### src/rtl/fu_wb_arbiter_pkg.sv
// Shared types for the functional-unit writeback arbiter.
// Widths come from `GPR_SIZE / `ROB_IDX_SIZE; defaults apply only if the build has not set them.
`ifndef GPR_SIZE
`define GPR_SIZE 32
`endif
`ifndef ROB_IDX_SIZE
`define ROB_IDX_SIZE 6
`endif

package fu_wb_arbiter_pkg;

  typedef logic [3:0] nzcv_t;

  typedef enum logic {
    WB_SRC_ALU = 1'b0,
    WB_SRC_LS  = 1'b1
  } wb_src_t;

  typedef struct packed {
    logic [`ROB_IDX_SIZE-1:0] dst_rob_index;
    logic [`GPR_SIZE-1:0]     value;
    logic                     set_nzcv;
    nzcv_t                    nzcv;
  } wb_entry_t;

endpackage

### src/rtl/fu_wb_arbiter_if.sv
// Writeback bus between the ALU/LS units, the arbiter and the ROB.
// master = functional-unit/ROB side, slave = arbiter.
interface fu_wb_arbiter_if;
  import fu_wb_arbiter_pkg::*;

  logic                     in_alu_done;
  logic [`ROB_IDX_SIZE-1:0] in_alu_dst_rob_index;
  logic [`GPR_SIZE-1:0]     in_alu_value;
  logic                     in_alu_set_nzcv;
  nzcv_t                    in_alu_nzcv;
  logic                     in_ls_done;
  logic [`ROB_IDX_SIZE-1:0] in_ls_dst_rob_index;
  logic [`GPR_SIZE-1:0]     in_ls_value;
  logic                     in_rob_stall;

  logic                     out_alu_ready;
  logic                     out_ls_ready;
  logic                     out_rob_done;
  logic [`ROB_IDX_SIZE-1:0] out_rob_dst_rob_index;
  logic [`GPR_SIZE-1:0]     out_rob_value;
  logic                     out_rob_set_nzcv;
  nzcv_t                    out_rob_nzcv;
  wb_src_t                  out_rob_src;

  modport master (
    output in_alu_done, in_alu_dst_rob_index, in_alu_value, in_alu_set_nzcv, in_alu_nzcv,
    output in_ls_done, in_ls_dst_rob_index, in_ls_value, in_rob_stall,
    input  out_alu_ready, out_ls_ready, out_rob_done, out_rob_dst_rob_index,
    input  out_rob_value, out_rob_set_nzcv, out_rob_nzcv, out_rob_src
  );

  modport slave (
    input  in_alu_done, in_alu_dst_rob_index, in_alu_value, in_alu_set_nzcv, in_alu_nzcv,
    input  in_ls_done, in_ls_dst_rob_index, in_ls_value, in_rob_stall,
    output out_alu_ready, out_ls_ready, out_rob_done, out_rob_dst_rob_index,
    output out_rob_value, out_rob_set_nzcv, out_rob_nzcv, out_rob_src
  );

endinterface

### src/rtl/wb_hold_buf.sv
// One-entry holding buffer for a writeback source that lost arbitration or hit a ROB stall.
module wb_hold_buf
  import fu_wb_arbiter_pkg::*;
(
  input  logic      i_clk,
  input  logic      i_rst,
  input  logic      i_load,
  input  logic      i_clear,
  input  wb_entry_t i_entry,
  output logic      o_valid,
  output wb_entry_t o_entry,
  output logic      o_ready
);

  logic      r_valid;
  wb_entry_t r_entry;

  // load and clear never coincide: load needs an empty buffer, clear a full one
  always_ff @(posedge i_clk) begin
    if (i_rst)        r_valid <= 1'b0;
    else if (i_load)  r_valid <= 1'b1;
    else if (i_clear) r_valid <= 1'b0;
  end

  always_ff @(posedge i_clk) begin
    if (i_load) r_entry <= i_entry;
  end

  assign o_valid = r_valid;
  assign o_entry = r_entry;
  assign o_ready = !r_valid;

endmodule

### src/rtl/fu_wb_arbiter.sv
// Arbitrates ALU and LS results onto a single registered ROB writeback port.
// FU_WB_ROUND_ROBIN_EN selects round-robin conflict resolution; otherwise ALU has fixed priority.
module fu_wb_arbiter
  import fu_wb_arbiter_pkg::*;
(
  input  logic           in_clk,
  input  logic           in_rst,
  fu_wb_arbiter_if.slave wb
);

  logic      w_alu_buf_vld, w_ls_buf_vld, w_alu_rdy, w_ls_rdy;
  logic      w_alu_acc_p0, w_ls_acc_p0, w_alu_cand_vld_p0, w_ls_cand_vld_p0;
  logic      w_adv_p0, w_gnt_alu_p0, w_gnt_ls_p0;
  wb_entry_t w_alu_in_p0, w_ls_in_p0, w_alu_buf, w_ls_buf, w_alu_cand_p0, w_ls_cand_p0;
  logic      r_vld_p1;
  wb_entry_t r_out_p1;
  wb_src_t   r_src_p1;

  // stage p0: accept, select candidates, arbitrate
  assign w_alu_in_p0 = '{dst_rob_index: wb.in_alu_dst_rob_index, value: wb.in_alu_value,
                         set_nzcv: wb.in_alu_set_nzcv, nzcv: wb.in_alu_nzcv};
  assign w_ls_in_p0  = '{dst_rob_index: wb.in_ls_dst_rob_index, value: wb.in_ls_value,
                         set_nzcv: 1'b0, nzcv: '0};

  assign w_alu_acc_p0      = wb.in_alu_done && w_alu_rdy;
  assign w_ls_acc_p0       = wb.in_ls_done && w_ls_rdy;
  assign w_alu_cand_vld_p0 = w_alu_buf_vld || w_alu_acc_p0;
  assign w_ls_cand_vld_p0  = w_ls_buf_vld || w_ls_acc_p0;
  assign w_alu_cand_p0     = w_alu_buf_vld ? w_alu_buf : w_alu_in_p0;
  assign w_ls_cand_p0      = w_ls_buf_vld ? w_ls_buf : w_ls_in_p0;
  assign w_adv_p0          = !r_vld_p1 || !wb.in_rob_stall;

`ifdef FU_WB_ROUND_ROBIN_EN
  wb_src_t r_last_grant;

  always_ff @(posedge in_clk) begin
    if (in_rst)            r_last_grant <= WB_SRC_LS;
    else if (w_gnt_alu_p0) r_last_grant <= WB_SRC_ALU;
    else if (w_gnt_ls_p0)  r_last_grant <= WB_SRC_LS;
  end
`endif

  always_comb begin
    w_gnt_alu_p0 = 1'b0;
    w_gnt_ls_p0  = 1'b0;
    if (w_adv_p0) begin
      if (w_alu_cand_vld_p0 && w_ls_cand_vld_p0) begin
`ifdef FU_WB_ROUND_ROBIN_EN
        if (r_last_grant == WB_SRC_LS) w_gnt_alu_p0 = 1'b1;
        else                           w_gnt_ls_p0  = 1'b1;
`else
        w_gnt_alu_p0 = 1'b1;
`endif
      end else begin
        w_gnt_alu_p0 = w_alu_cand_vld_p0;
        w_gnt_ls_p0  = w_ls_cand_vld_p0;
      end
    end
  end

  wb_hold_buf u_alu_buf (
    .i_clk   (in_clk),
    .i_rst   (in_rst),
    .i_load  (w_alu_acc_p0 && !w_gnt_alu_p0),
    .i_clear (w_alu_buf_vld && w_gnt_alu_p0),
    .i_entry (w_alu_in_p0),
    .o_valid (w_alu_buf_vld),
    .o_entry (w_alu_buf),
    .o_ready (w_alu_rdy)
  );

  wb_hold_buf u_ls_buf (
    .i_clk   (in_clk),
    .i_rst   (in_rst),
    .i_load  (w_ls_acc_p0 && !w_gnt_ls_p0),
    .i_clear (w_ls_buf_vld && w_gnt_ls_p0),
    .i_entry (w_ls_in_p0),
    .o_valid (w_ls_buf_vld),
    .o_entry (w_ls_buf),
    .o_ready (w_ls_rdy)
  );

  // stage p1: ROB output register, frozen while the ROB stalls a valid result
  always_ff @(posedge in_clk) begin
    if (in_rst) begin
      r_vld_p1 <= 1'b0;
      r_out_p1 <= '0;
      r_src_p1 <= WB_SRC_ALU;
    end else if (w_adv_p0) begin
      r_vld_p1 <= w_gnt_alu_p0 || w_gnt_ls_p0;
      if (w_gnt_alu_p0) begin
        r_out_p1 <= w_alu_cand_p0;
        r_src_p1 <= WB_SRC_ALU;
      end else if (w_gnt_ls_p0) begin
        r_out_p1 <= w_ls_cand_p0;
        r_src_p1 <= WB_SRC_LS;
      end
    end
  end

  assign wb.out_alu_ready         = w_alu_rdy;
  assign wb.out_ls_ready          = w_ls_rdy;
  assign wb.out_rob_done          = r_vld_p1;
  assign wb.out_rob_dst_rob_index = r_out_p1.dst_rob_index;
  assign wb.out_rob_value         = r_out_p1.value;
  assign wb.out_rob_set_nzcv      = r_out_p1.set_nzcv;
  assign wb.out_rob_nzcv          = r_out_p1.nzcv;
  assign wb.out_rob_src           = r_src_p1;

endmodule

### src/flat_wrapper.sv
// flat-port wrapper written by rule: the top's interface ports become plain ports
module fu_wb_arbiter_flat import fu_wb_arbiter_pkg::*;
  (in_clk, in_rst, wb_in_alu_done, wb_in_alu_dst_rob_index, wb_in_alu_value, wb_in_alu_set_nzcv, wb_in_alu_nzcv, wb_in_ls_done, wb_in_ls_dst_rob_index, wb_in_ls_value, wb_in_rob_stall, wb_out_alu_ready, wb_out_ls_ready, wb_out_rob_done, wb_out_rob_dst_rob_index, wb_out_rob_value, wb_out_rob_set_nzcv, wb_out_rob_nzcv, wb_out_rob_src);
  fu_wb_arbiter_if wb_i ();
  input  logic in_clk;
  input  logic in_rst;
  input wire logic [$bits(wb_i.in_alu_done)-1:0] wb_in_alu_done;
  input wire logic [$bits(wb_i.in_alu_dst_rob_index)-1:0] wb_in_alu_dst_rob_index;
  input wire logic [$bits(wb_i.in_alu_value)-1:0] wb_in_alu_value;
  input wire logic [$bits(wb_i.in_alu_set_nzcv)-1:0] wb_in_alu_set_nzcv;
  input wire logic [$bits(wb_i.in_alu_nzcv)-1:0] wb_in_alu_nzcv;
  input wire logic [$bits(wb_i.in_ls_done)-1:0] wb_in_ls_done;
  input wire logic [$bits(wb_i.in_ls_dst_rob_index)-1:0] wb_in_ls_dst_rob_index;
  input wire logic [$bits(wb_i.in_ls_value)-1:0] wb_in_ls_value;
  input wire logic [$bits(wb_i.in_rob_stall)-1:0] wb_in_rob_stall;
  output wire logic [$bits(wb_i.out_alu_ready)-1:0] wb_out_alu_ready;
  output wire logic [$bits(wb_i.out_ls_ready)-1:0] wb_out_ls_ready;
  output wire logic [$bits(wb_i.out_rob_done)-1:0] wb_out_rob_done;
  output wire logic [$bits(wb_i.out_rob_dst_rob_index)-1:0] wb_out_rob_dst_rob_index;
  output wire logic [$bits(wb_i.out_rob_value)-1:0] wb_out_rob_value;
  output wire logic [$bits(wb_i.out_rob_set_nzcv)-1:0] wb_out_rob_set_nzcv;
  output wire logic [$bits(wb_i.out_rob_nzcv)-1:0] wb_out_rob_nzcv;
  output wire logic [$bits(wb_i.out_rob_src)-1:0] wb_out_rob_src;
  assign wb_i.in_alu_done = wb_in_alu_done;
  assign wb_i.in_alu_dst_rob_index = wb_in_alu_dst_rob_index;
  assign wb_i.in_alu_value = wb_in_alu_value;
  assign wb_i.in_alu_set_nzcv = wb_in_alu_set_nzcv;
  assign wb_i.in_alu_nzcv = wb_in_alu_nzcv;
  assign wb_i.in_ls_done = wb_in_ls_done;
  assign wb_i.in_ls_dst_rob_index = wb_in_ls_dst_rob_index;
  assign wb_i.in_ls_value = wb_in_ls_value;
  assign wb_i.in_rob_stall = wb_in_rob_stall;
  assign wb_out_alu_ready = wb_i.out_alu_ready;
  assign wb_out_ls_ready = wb_i.out_ls_ready;
  assign wb_out_rob_done = wb_i.out_rob_done;
  assign wb_out_rob_dst_rob_index = wb_i.out_rob_dst_rob_index;
  assign wb_out_rob_value = wb_i.out_rob_value;
  assign wb_out_rob_set_nzcv = wb_i.out_rob_set_nzcv;
  assign wb_out_rob_nzcv = wb_i.out_rob_nzcv;
  assign wb_out_rob_src = wb_i.out_rob_src;
  fu_wb_arbiter u_core (.in_clk(in_clk), .in_rst(in_rst), .wb(wb_i));
endmodule
### config.mk
export PLATFORM = sky130hd
export DESIGN_NAME = fu_wb_arbiter_flat
export DESIGN_NICKNAME = d
export VERILOG_FILES = /design/src/rtl/fu_wb_arbiter_pkg.sv /design/src/rtl/fu_wb_arbiter_if.sv /design/src/rtl/wb_hold_buf.sv /design/src/rtl/fu_wb_arbiter.sv /design/src/flat_wrapper.sv
export SDC_FILE = /design/constraint.sdc
export NUM_CORES = 1
export LEC_CHECK = 0
export BUFFER_PORTS_ARGS = -buffer_cell sky130_fd_sc_hd__buf_4
export CORE_UTILIZATION = 48
export DETAILED_ROUTE_END_ITERATION = 8
export PLACE_DENSITY = 0.76
export SYNTH_ARGS = -nofsm -noshare
export SYNTH_HDL_FRONTEND = slang
export SYNTH_HIERARCHICAL = 1
export SYNTH_SLANG_ARGS = --single-unit
### constraint.sdc
create_clock -name in_clk -period 3.1 [get_ports in_clk]
set_input_delay 0.31 -clock in_clk [delete_from_list [all_inputs] [get_ports in_clk]]
set_output_delay 0.31 -clock in_clk [all_outputs]
set_load 0.005 [all_outputs]
==> results of run 1 <==
==> worst max path at each step <==
stage          depth (start not counted)                      from                            endpoint  slack (ns)
2_1_floorplan                          2    u_core/wb.out_rob_done          u_core/u_ls_buf/o_entry[0]        0.85
3_3_place_gp                           5  u_core/u_alu_buf/o_valid         u_core/wb.out_rob_value[30]        0.76
3_5_place_dp                           5  u_core/u_alu_buf/o_valid  u_core/wb.out_rob_dst_rob_index[4]        0.65
4_1_cts                                5  u_core/u_alu_buf/o_valid  u_core/wb.out_rob_dst_rob_index[4]        0.62
5_1_grt                                5  u_core/u_alu_buf/o_valid         u_core/wb.out_rob_value[30]        0.46
6_report                               5  u_core/u_alu_buf/o_valid  u_core/wb.out_rob_dst_rob_index[4]        0.62
==> critical path: cells and delay by family, from the launching register on <==
kind,cells,cell delay [ns]
AND/OR/NAND/NOR,1,0.84
buffers and inverters,1,0.21
flip-flops,1,0.61
AO/OA/AOI/OAI,3,0.70
==> power breakdown <==
| group | internal, mW | switching [mW] | leakage, nW | total [mW] |
|---|---|---|---|---|
| Sequential | 2.04 | 0.0760 | 1.19 | 2.12 |
| Combinational | 0.333 | 0.335 | 1.24 | 0.668 |
| Clock | 1.20 | 0.718 | 0.270 | 1.92 |
==> cell type report <==
| type | count | area (sq um) | share of cell area |
|---|---|---|---|
| well taps | 140 | 175 | 0.0243 |
| repair buffers | 142 | 1070 | 0.148 |
| flip-flops and latches | 133 | 3530 | 0.490 |
| inverters | 4 | 15.0 | 0.00209 |
| clock inverters | 13 | 134 | 0.0186 |
| multi-input cells | 232 | 1840 | 0.256 |
| clock buffers | 19 | 443 | 0.0615 |
==> registers in the layout (all words and copies together), names as in the netlist <==
signal,flops
u_core/u_alu_buf/o_entry,43
u_core/u_alu_buf/o_valid,1
u_core/u_ls_buf/o_entry,43
u_core/u_ls_buf/o_valid,1
u_core/wb.out_rob_done,1
u_core/wb.out_rob_dst_rob_index,6
u_core/wb.out_rob_nzcv,4
u_core/wb.out_rob_set_nzcv,1
u_core/wb.out_rob_src,1
u_core/wb.out_rob_value,32
==> metal layers <==
metal,GRT usage,part of all wire,vias to the layer above
li1,-,-,1813
met1,0.282,0.42,1860
met2,0.381,0.50,125
met3,0.0765,0.068,12
met4,0.0876,0.0098,0
met5,0,0,-
==> logic make-up (layout without fill, tap and decap cells) <==
logic type             Yosys count  count (layout)  share of synthesized area
flip-flops                     133             133                      0.636
AO/OA/AOI/OAI                   97              97                      0.142
AND/OR/NAND/NOR                 76              76                     0.0806
multiplexers                    54              54                      0.103
buffers and inverters           35             178                     0.0373
other                            1               5                   0.000677
==> metrics by stage <==
step / util / hold slack (ns) / instance area [sq um] / setup slack, ns / instances
detailed placement: 0.600 / 0.453 / 6620 / 0.652 / 651
global route: 0.653 / 0.0544 / 7200 / 0.461 / 683
finish: 0.653 / 0.0786 / 7200 / 0.620 / 683
floorplan: - / 0.372 / 5560 / 0.853 / 400
global placement: 0.600 / 0.443 / 6620 / 0.764 / 651
CTS: 0.653 / 0.0636 / 7200 / 0.622 / 683
==> placed cells by master (no fill, tap or decap), types with 2 or more instances in the layout <==
cell and n:
mux2i_1 29, a21oi_1 4, clkinvlp_4 4, nand2b_1 3, clkinv_4 3, dfxtp_2 2
mux2_2 25, conb_1 5, a21oi_2 4, o21a_1 14, a221oi_1 14, dfxtp_1 45
edfxtp_1 86, a211oi_1 27, nor2b_1 27, a222oi_1 11, bufinv_16 2, a21oi_4 2
nand2_1 7, buf_4 142, clkbuf_16 17, o31ai_1 13, and2_1 2, a311oi_1 3
nand3b_1 13, clkinv_2 2, clkinv_1 2, nand3_1 3, nor2_1 15, inv_1 4
==> Yosys cell counts (all sizes together), types with 9 or more instances <==
cell type / instances / area, sq um
nor2: 16 / 67.6
a221oi: 14 / 123
mux2: 25 / 282
nand3b: 13 / 97.6
buf: 22 / 158
a222oi: 11 / 110
nor2b: 27 / 169
clkbuf: 9 / 33.8
dfxtp: 47 / 941
edfxtp: 86 / 2580
o31ai: 13 / 97.6
a211oi: 27 / 203
mux2i: 29 / 290
o21a: 14 / 105
a21oi: 10 / 76.3
==> out/metrics.yaml, run 1 <==
rows: 38
holdPathStages: 1
worstRegToRegCells: 5
p_leak_nw: 2.70
tns_ns: 0
async_reset_ff_frac: 0
clock_skew_ns: 0.0128
setup_violations: 0
cap_violations: 0
clock_path_buffers: 2
area_growth_pct: 29.9
layout-drive-gt1-share: 0.387
finalHoldViolations: 0
antenna_found_initial: 0
cts-hold-fix-buffers: 0
routed_wl_microns: 13000
cts_sinks: 133
core-area_sq_um: 11000
finalPower_mw: 4.70
rrSetupSlack_ns: 0.62
cts_tree: "yes"
clkTransAtPathRegs_ns: 0.06
power_density_nw_per_um2: 653
cts_made_buffers: 17
fin_nets: 616
drcViolationCount: 0
path_max_fanout: 26
start_kind: "register"
gp_congestion: 0.724
worstHoldEndpoint: "u_core/u_ls_buf/o_entry[23]"
grt_pass1_vias: 3949
min_from: "wb_in_ls_value[18]"
crit_path_end_kind: "register"
antenna_cells: 0
worstReg2RegEnd: "u_core/wb.out_rob_dst_rob_index[4]"
first_pass_iters: 5
die_area_sq_um: 12000
wl_per_cell_microns: 19.0
status: "finished clean"
worstReg2RegStart: "u_core/u_alu_buf/o_valid"
slowest_stage: "nor3_4"
nFillCells: 850
postSynthAreaPerCell_sq_um: 14.0
slew-limit-headroom: 0.294
post_cts_resize_count: 0
start_util: 0.502
drt_iter0_markers: 205
synth_cell_types: 36
dp_hpwl_microns: 8590
synth_edf_count: 86
crit_type: "register to register"
hold_path_class: "input pin to register"
fin_crit_sh: 0.800
ys_warn_count: 6
grt_pass1_wl_microns: 20300
cp_slowest_stage_delay_ns: 0.84
vias: 3810
arrival_ns: 2.79
slew_viol_final: 0
insertion_delay_ns: 0.41
port-buffer-count: 132
viasPerCell: 5.58
die_h_microns: 109
htreeDepth: 4
rsz0062_at_grt: "false"
drtAntennaViolNets: 0
die_x_microns: 109
cts_setup_buffers: 0
ir_drop_v: 0.000359
fmax_mhz: 403
overflow: 0
ios: 133
syn_inst: 396
synth-seq-cells: 133
tightest_slew_ns: 1.06
synth_area_sq_um: 5540
crit_required_ns: 3.41
fin_crit_ns: 2.48
synth_flop_cell: "edfxtp_1"
yosysSeqAreaShare: 0.636
grt_usage: 0.231
ctsRootBufferMaster: "clkbuf_16"
cp_cell_sequence: "inv_1 -> a21o_4 -> nor3_4 -> a221oi_1 -> o21a_1"
grt_max_degree: 49
Note: power is estimated with default switching activity, not from simulation.
==> inputs of run 2 (changes only) <==
Settings changed: CORE_UTILIZATION 48 to 53, PLACE_DENSITY 0.76 to 0.79.
Clock period 3.1 ns to 2.5 ns, I/O delays scaled along.
==> run 2 against run 1 <==
  * Non-clock buffer count up 82
  * Via count up 13%
  * Combinational power up 45%
  * Core utilization up 16 points
  * Register-to-register slack worse by 0.29 ns
  * Clock power up 29%
  * Cell count up 11%
  * Highest routed layer unchanged
==> out/metrics.yaml, run 2 (synthesis results as in run 1) <==
grt_usage: 0.292  # was 0.231
hold_path_class: "input pin to register"  # unchanged
wl_per_cell_microns: 20.0  # was 19.0 microns
fin_crit_sh: 0.867  # was 0.800
clock_skew_ns: 0.0129  # was 0.0128 ns
die_x_microns: 104  # was 109 microns
slew-limit-headroom: 0.270  # was 0.294
layout_common_cells: "141 x buf_4, 86 x edfxtp_1, 81 x dlygate4sd3_1"  # was 142 x buf_4, 86 x edfxtp_1, 45 x dfxtp_1
drt_iter0_markers: 245  # was 205
nFillCells: 580  # was 850
vias: 4302  # was 3810
cts_tree: "yes"  # unchanged
power_density_nw_per_um2: 753  # was 653 nW/um^2
tightest_slew_ns: 1.09  # was 1.06 ns
antenna_found_initial: 0  # unchanged
post-route-util: 0.809  # was 0.653
crit_type: "register to register"  # unchanged
crit_required_ns: 2.91  # was 3.41 ns
gp_congestion: 0.742  # was 0.724
crit_path_end_kind: "register"  # unchanged
ir_drop_v: 0.000669  # was 0.000359 V
layout-drive-gt1-share: 0.339  # was 0.387
fin_hold_ws_ns: 0.199  # was 0.0786 ns
layout.cells.most_common: "buf_4"  # unchanged
tns_ns: 0  # unchanged
postLayoutSetupSlackWorst_ns: 0.332  # was 0.620 ns
routed_wl_microns: 15200  # was 13000 microns
viasPerCell: 5.68  # was 5.58
p_leak_nw: 3.07  # was 2.70 nW
fin_crit_ns: 2.17  # was 2.48 ns
cap_violations: 0  # unchanged
die_h_microns: 104  # was 109 microns
cts_made_buffers: 17  # unchanged
rrSetupSlack_ns: 0.33  # was 0.62 ns
fmax_mhz: 461  # was 403 MHz
cp_cell_sequence: "inv_1 -> a21oi_2 -> nor3_4 -> a221oi_1 -> o21a_1"  # was inv_1 -> a21o_4 -> nor3_4 -> a221oi_1 -> o21a_1
multi_input_area_sq_um: 1840  # unchanged
grt_pass1_wl_microns: 23900  # was 20300 microns
cp_num_buf_inv: 1  # unchanged
status: "finished clean"  # unchanged
overflow: 0  # unchanged
rsz0062_at_grt: "false"  # unchanged
arrival_ns: 2.58  # was 2.79 ns
htreeDepth: 4  # unchanged
slew_viol_final: 0  # unchanged
ctsRootBufferMaster: "clkbuf_8"  # was clkbuf_16
grt_max_degree: 49  # unchanged
area_growth_pct: 45.3  # was 29.9%
core-area_sq_um: 9950  # was 11000 sq um
setup_violations: 0  # unchanged
drcViolationCount: 0  # unchanged
port-buffer-count: 132  # unchanged
crit_family: "simple AND/OR/NAND/NOR gates"  # unchanged
start_kind: "register"  # unchanged
grt_pass1_vias: 4630  # was 3949
rows: 36  # was 38
cp_slowest_stage_delay_ns: 0.84  # about the same
insertion_delay_ns: 0.53  # was 0.41 ns
post_cts_resize_count: 0  # unchanged
seqCellArea_sq_um: 3530  # unchanged
dp_hpwl_microns: 8560  # was 8590 microns
antenna_cells: 0  # unchanged
start_util: 0.557  # was 0.502
path_max_fanout: 26  # unchanged
drtAntennaViolNets: 0  # unchanged
clock_path_buffers: 2  # unchanged
dp_slack_ns: 0.409  # was 0.652 ns
cts_sinks: 133  # unchanged
finalHoldViolations: 0  # unchanged
slowest_stage: "nor3_4"  # unchanged
ios: 133  # unchanged
die_area_sq_um: 10900  # was 12000 sq um
design_area_sq_um: 8050  # was 7200 sq um
fin_nets: 698  # was 616
clkTransAtPathRegs_ns: 0.06  # about the same
dpl_cell_area_sq_um: 6650  # was 6620 sq um
first_pass_iters: 6  # was 5
## run 2: cell count changes in the layout (fill, tap and decap cells not counted), moves of 2 or more
cell / before / now
clkinvlp_4: 4 / 1
dlygate4sd3_1: 0 / 81
buf_12: 0 / 2
clkbuf_16: 17 / 19
clkinv_1: 2 / 0
## run 2: what timing repair did
item	in CTS	in global routing
hold buffers	81	0
endpoints found under the hold margin	81	0
buffers inserted	0	0
## run 2: area by class of cell
class | count | share of cell area
clock buffers | 23 | 0.0634
clock inverters | 9 | 0.0109
inverters | 4 | 0.00186
multi-input cells | 232 | 0.228
flip-flops and latches | 133 | 0.438
well taps | 133 | 0.0207
repair buffers | 224 | 0.237
## run 2: power by group
| group | total, mW | internal [mW] | switching [mW] |
|---|---|---|---|
| combinational | 0.971 | 0.506 | 0.465 |
| sequential | 2.62 | 2.53 | 0.0958 |
| clock | 2.47 | 1.53 | 0.946 |
| total | 6.07 | 4.56 | 1.51 |
## run 2: final timing paths
| kind | start | endpoint | cells past startpoint |
|---|---|---|---|
| worst max-delay path | u_core/u_ls_buf/o_valid | u_core/wb.out_rob_value[17] | 5 |
| worst min register to register | u_core/wb.out_rob_value[11] | u_core/wb.out_rob_value[11] | 1 |
| worst min-delay path | in_rst | u_core/wb.out_rob_value[24] | 2 |
| worst max register to register | u_core/u_ls_buf/o_valid | u_core/wb.out_rob_value[17] | 5 |
## run 2: per-layer routing
layer  part of all wire  track usage  vias to the layer above
met2               0.51        0.503                      220
met1               0.40        0.341                     2078
met3              0.066       0.0821                       38
met5                  0            0                        -
li1                   -            -                     1966
met4              0.027        0.121                        0
## run 2: stage by stage
stage,power [mW],instances
CTS,6.06,758
detailed placement,3.51,645
global placement,3.48,645
finish,6.07,758
floorplan,3.10,400
global route,6.28,758
==> inputs of run 3 (changes only) <==
Settings changed: RECOVER_POWER from default to 25.
==> run 3 against run 2 <==
  * Combinational power shrank 2%
  * Largest cell class unchanged
  * Register-to-register slack is essentially flat
  * Flip-flop and latch count is the same
  * Count of clock-buffer cells in the layout is the same
  * Via count is essentially flat
  * Hold slack lost 0.0032 ns
  * Critical path depth is the same
==> out/metrics.yaml, run 3 (synthesis results as in run 1) <==
status: "finished clean"  # unchanged
layout-drive-gt1-share: 0.314  # was 0.339
clkTransAtPathRegs_ns: 0.06  # about the same
slew-limit-headroom: 0.272  # was 0.270
slew_viol_final: 0  # unchanged
htreeDepth: 4  # unchanged
insertion_delay_ns: 0.53  # about the same
post_cts_resize_count: 0  # unchanged
design_area_sq_um: 7990  # was 8050 sq um
area_growth_pct: 44.3  # was 45.3%
clock_skew_ns: 0.0122  # was 0.0129 ns
worstReg2RegEnd: "u_core/wb.out_rob_value[17]"  # unchanged
start_kind: "register"  # unchanged
fin_nets: 698  # unchanged
dp_slack_ns: 0.409  # unchanged
first_pass_iters: 6  # unchanged
worstReg2RegStart: "u_core/u_alu_buf/o_valid"  # was u_core/u_ls_buf/o_valid
worstRegToRegCells: 5  # unchanged
nFillCells: 605  # was 580
routed_wl_microns: 15100  # was 15200 microns
finalHoldViolations: 0  # unchanged
path_max_fanout: 26  # unchanged
crit_required_ns: 2.91  # about the same
fmax_mhz: 461  # about the same
dp_hpwl_microns: 8560  # unchanged
wl_met2_microns: 7820  # was 7750 microns
fin_crit_sh: 0.867  # about the same
layout_common_cells: "86 x edfxtp_1, 81 x dlygate4sd3_1, 76 x buf_4"  # was 141 x buf_4, 86 x edfxtp_1, 81 x dlygate4sd3_1
fin_crit_ns: 2.17  # about the same
tns_ns: 0  # unchanged
grt_usage: 0.292  # unchanged
cts_made_buffers: 17  # unchanged
cp_num_buf_inv: 1  # unchanged
drcViolationCount: 0  # unchanged
grt_pass1_vias: 4630  # unchanged
viasPerCell: 5.68  # about the same
cts_setup_buffers: 0  # unchanged
layout.cells.most_common: "edfxtp_1"  # was buf_4
crit_type: "register to register"  # unchanged
crit_family: "simple AND/OR/NAND/NOR gates"  # unchanged
met1_length_microns: 6020  # was 6010 microns
overflow: 0  # unchanged
antenna_cells: 0  # unchanged
drtAntennaViolNets: 0  # unchanged
cts_tree: "yes"  # unchanged
arrival_ns: 2.58  # about the same
cts_sinks: 133  # unchanged
slowest_stage: "nor3_4"  # unchanged
grt_pass1_wl_microns: 23900  # unchanged
antenna_found_initial: 0  # unchanged
grt_max_degree: 49  # unchanged
gp_congestion: 0.742  # unchanged
rows: 36  # unchanged
clock_path_buffers: 2  # unchanged
wl_met3_microns: 903  # was 997 microns
hold_path_class: "input pin to register"  # unchanged
setup_violations: 0  # unchanged
cp-startpoint: "u_core/u_alu_buf/o_valid"  # was u_core/u_ls_buf/o_valid
ios: 133  # unchanged
cp_slowest_stage_delay_ns: 0.87  # was 0.84 ns
tightest_slew_ns: 1.09  # about the same
endpoint: "u_core/wb.out_rob_value[17]"  # unchanged
cp_cell_sequence: "inv_1 -> a21o_4 -> nor3_4 -> a221oi_1 -> o21a_1"  # was inv_1 -> a21oi_2 -> nor3_4 -> a221oi_1 -> o21a_1
start_util: 0.557  # unchanged
port-buffer-count: 132  # unchanged
ctsRootBufferMaster: "clkbuf_8"  # unchanged
dpl_cell_area_sq_um: 6650  # unchanged
fin_hold_ws_ns: 0.196  # was 0.199 ns
p_leak_nw: 3.01  # was 3.07 nW
top_layer: "met4"  # unchanged
cp.depth: 5  # unchanged
drt_iter0_markers: 229  # was 245
die_x_microns: 104  # unchanged
die_area_sq_um: 10900  # unchanged
wl_per_cell_microns: 19.9  # was 20.0 microns
ir_drop_v: 0.000670  # was 0.000669 V
rrSetupSlack_ns: 0.33  # about the same
postLayoutSetupSlackWorst_ns: 0.333  # was 0.332 ns
rsz0062_at_grt: "false"  # unchanged
vias: 4305  # was 4302
core-area_sq_um: 9950  # unchanged
die_h_microns: 104  # unchanged
crit_path_end_kind: "register"  # unchanged
power_density_nw_per_um2: 757  # was 753 nW/um^2
cap_violations: 0  # unchanged
==> run 3: cell types whose count changed in the layout (fill, tap and decap cells not counted), sizes merged <==
cell / before / now
clkbuf: 23 / 88
buf: 143 / 78
==> run 3: per-stage QoR <==
stage	util	cells	power [mW]
final	0.803	758	6.05
after global routing	0.803	758	6.26
after CTS	0.809	758	6.06
after detailed placement	0.668	645	3.51
after global placement	0.668	645	3.48
after floorplan	-	400	3.10
==> run 3: worst min-delay path by stage <==
stage	slack, ns	end	cells after the start	startpoint
finish	0.20	u_core/u_ls_buf/o_valid	2	in_rst
global placement	0.44	u_core/u_alu_buf/o_entry[24]	1	wb_in_alu_value[19]
global route	0.19	u_core/wb.out_rob_value[24]	2	in_rst
floorplan	0.31	u_core/u_alu_buf/o_valid	1	in_rst
CTS	0.17	u_core/wb.out_rob_value[24]	2	in_rst
detailed placement	0.44	u_core/u_alu_buf/o_entry[24]	1	wb_in_alu_value[19]
==> run 3: timing repair <==
action | CTS | global route
hold buffers | 81 | 0
endpoints found under the hold margin | 81 | 0
setup endpoints to repair | 0 | 0
==> run 3: power breakdown <==
group | internal [mW] | switching (mW) | total (mW)
clock network | 1.53 | 0.950 | 2.48
registers | 2.53 | 0.0954 | 2.62
logic | 0.492 | 0.462 | 0.954
total | 4.55 | 1.51 | 6.05
==> run 3: per-layer routing <==
| layer | track usage | vias to the layer above |
|---|---|---|
| met2 | 0.503 | 190 |
| met5 | 0 | - |
| met4 | 0.121 | 0 |
| li1 | - | 1982 |
| met1 | 0.341 | 2103 |
| met3 | 0.0821 | 30 |
==> run 3: final cells by class <==
cell class                      instances  area (sq um)  area share
Clock inverter                          9          87.6      0.0110
Tap cell                              133           166      0.0208
Clock buffer                           23           510      0.0639
Multi-Input combinational cell        232          1840       0.230
Sequential cell                       133          3530       0.441
Inverter                                4          15.0     0.00188
Timing Repair Buffer                  224          1850       0.231
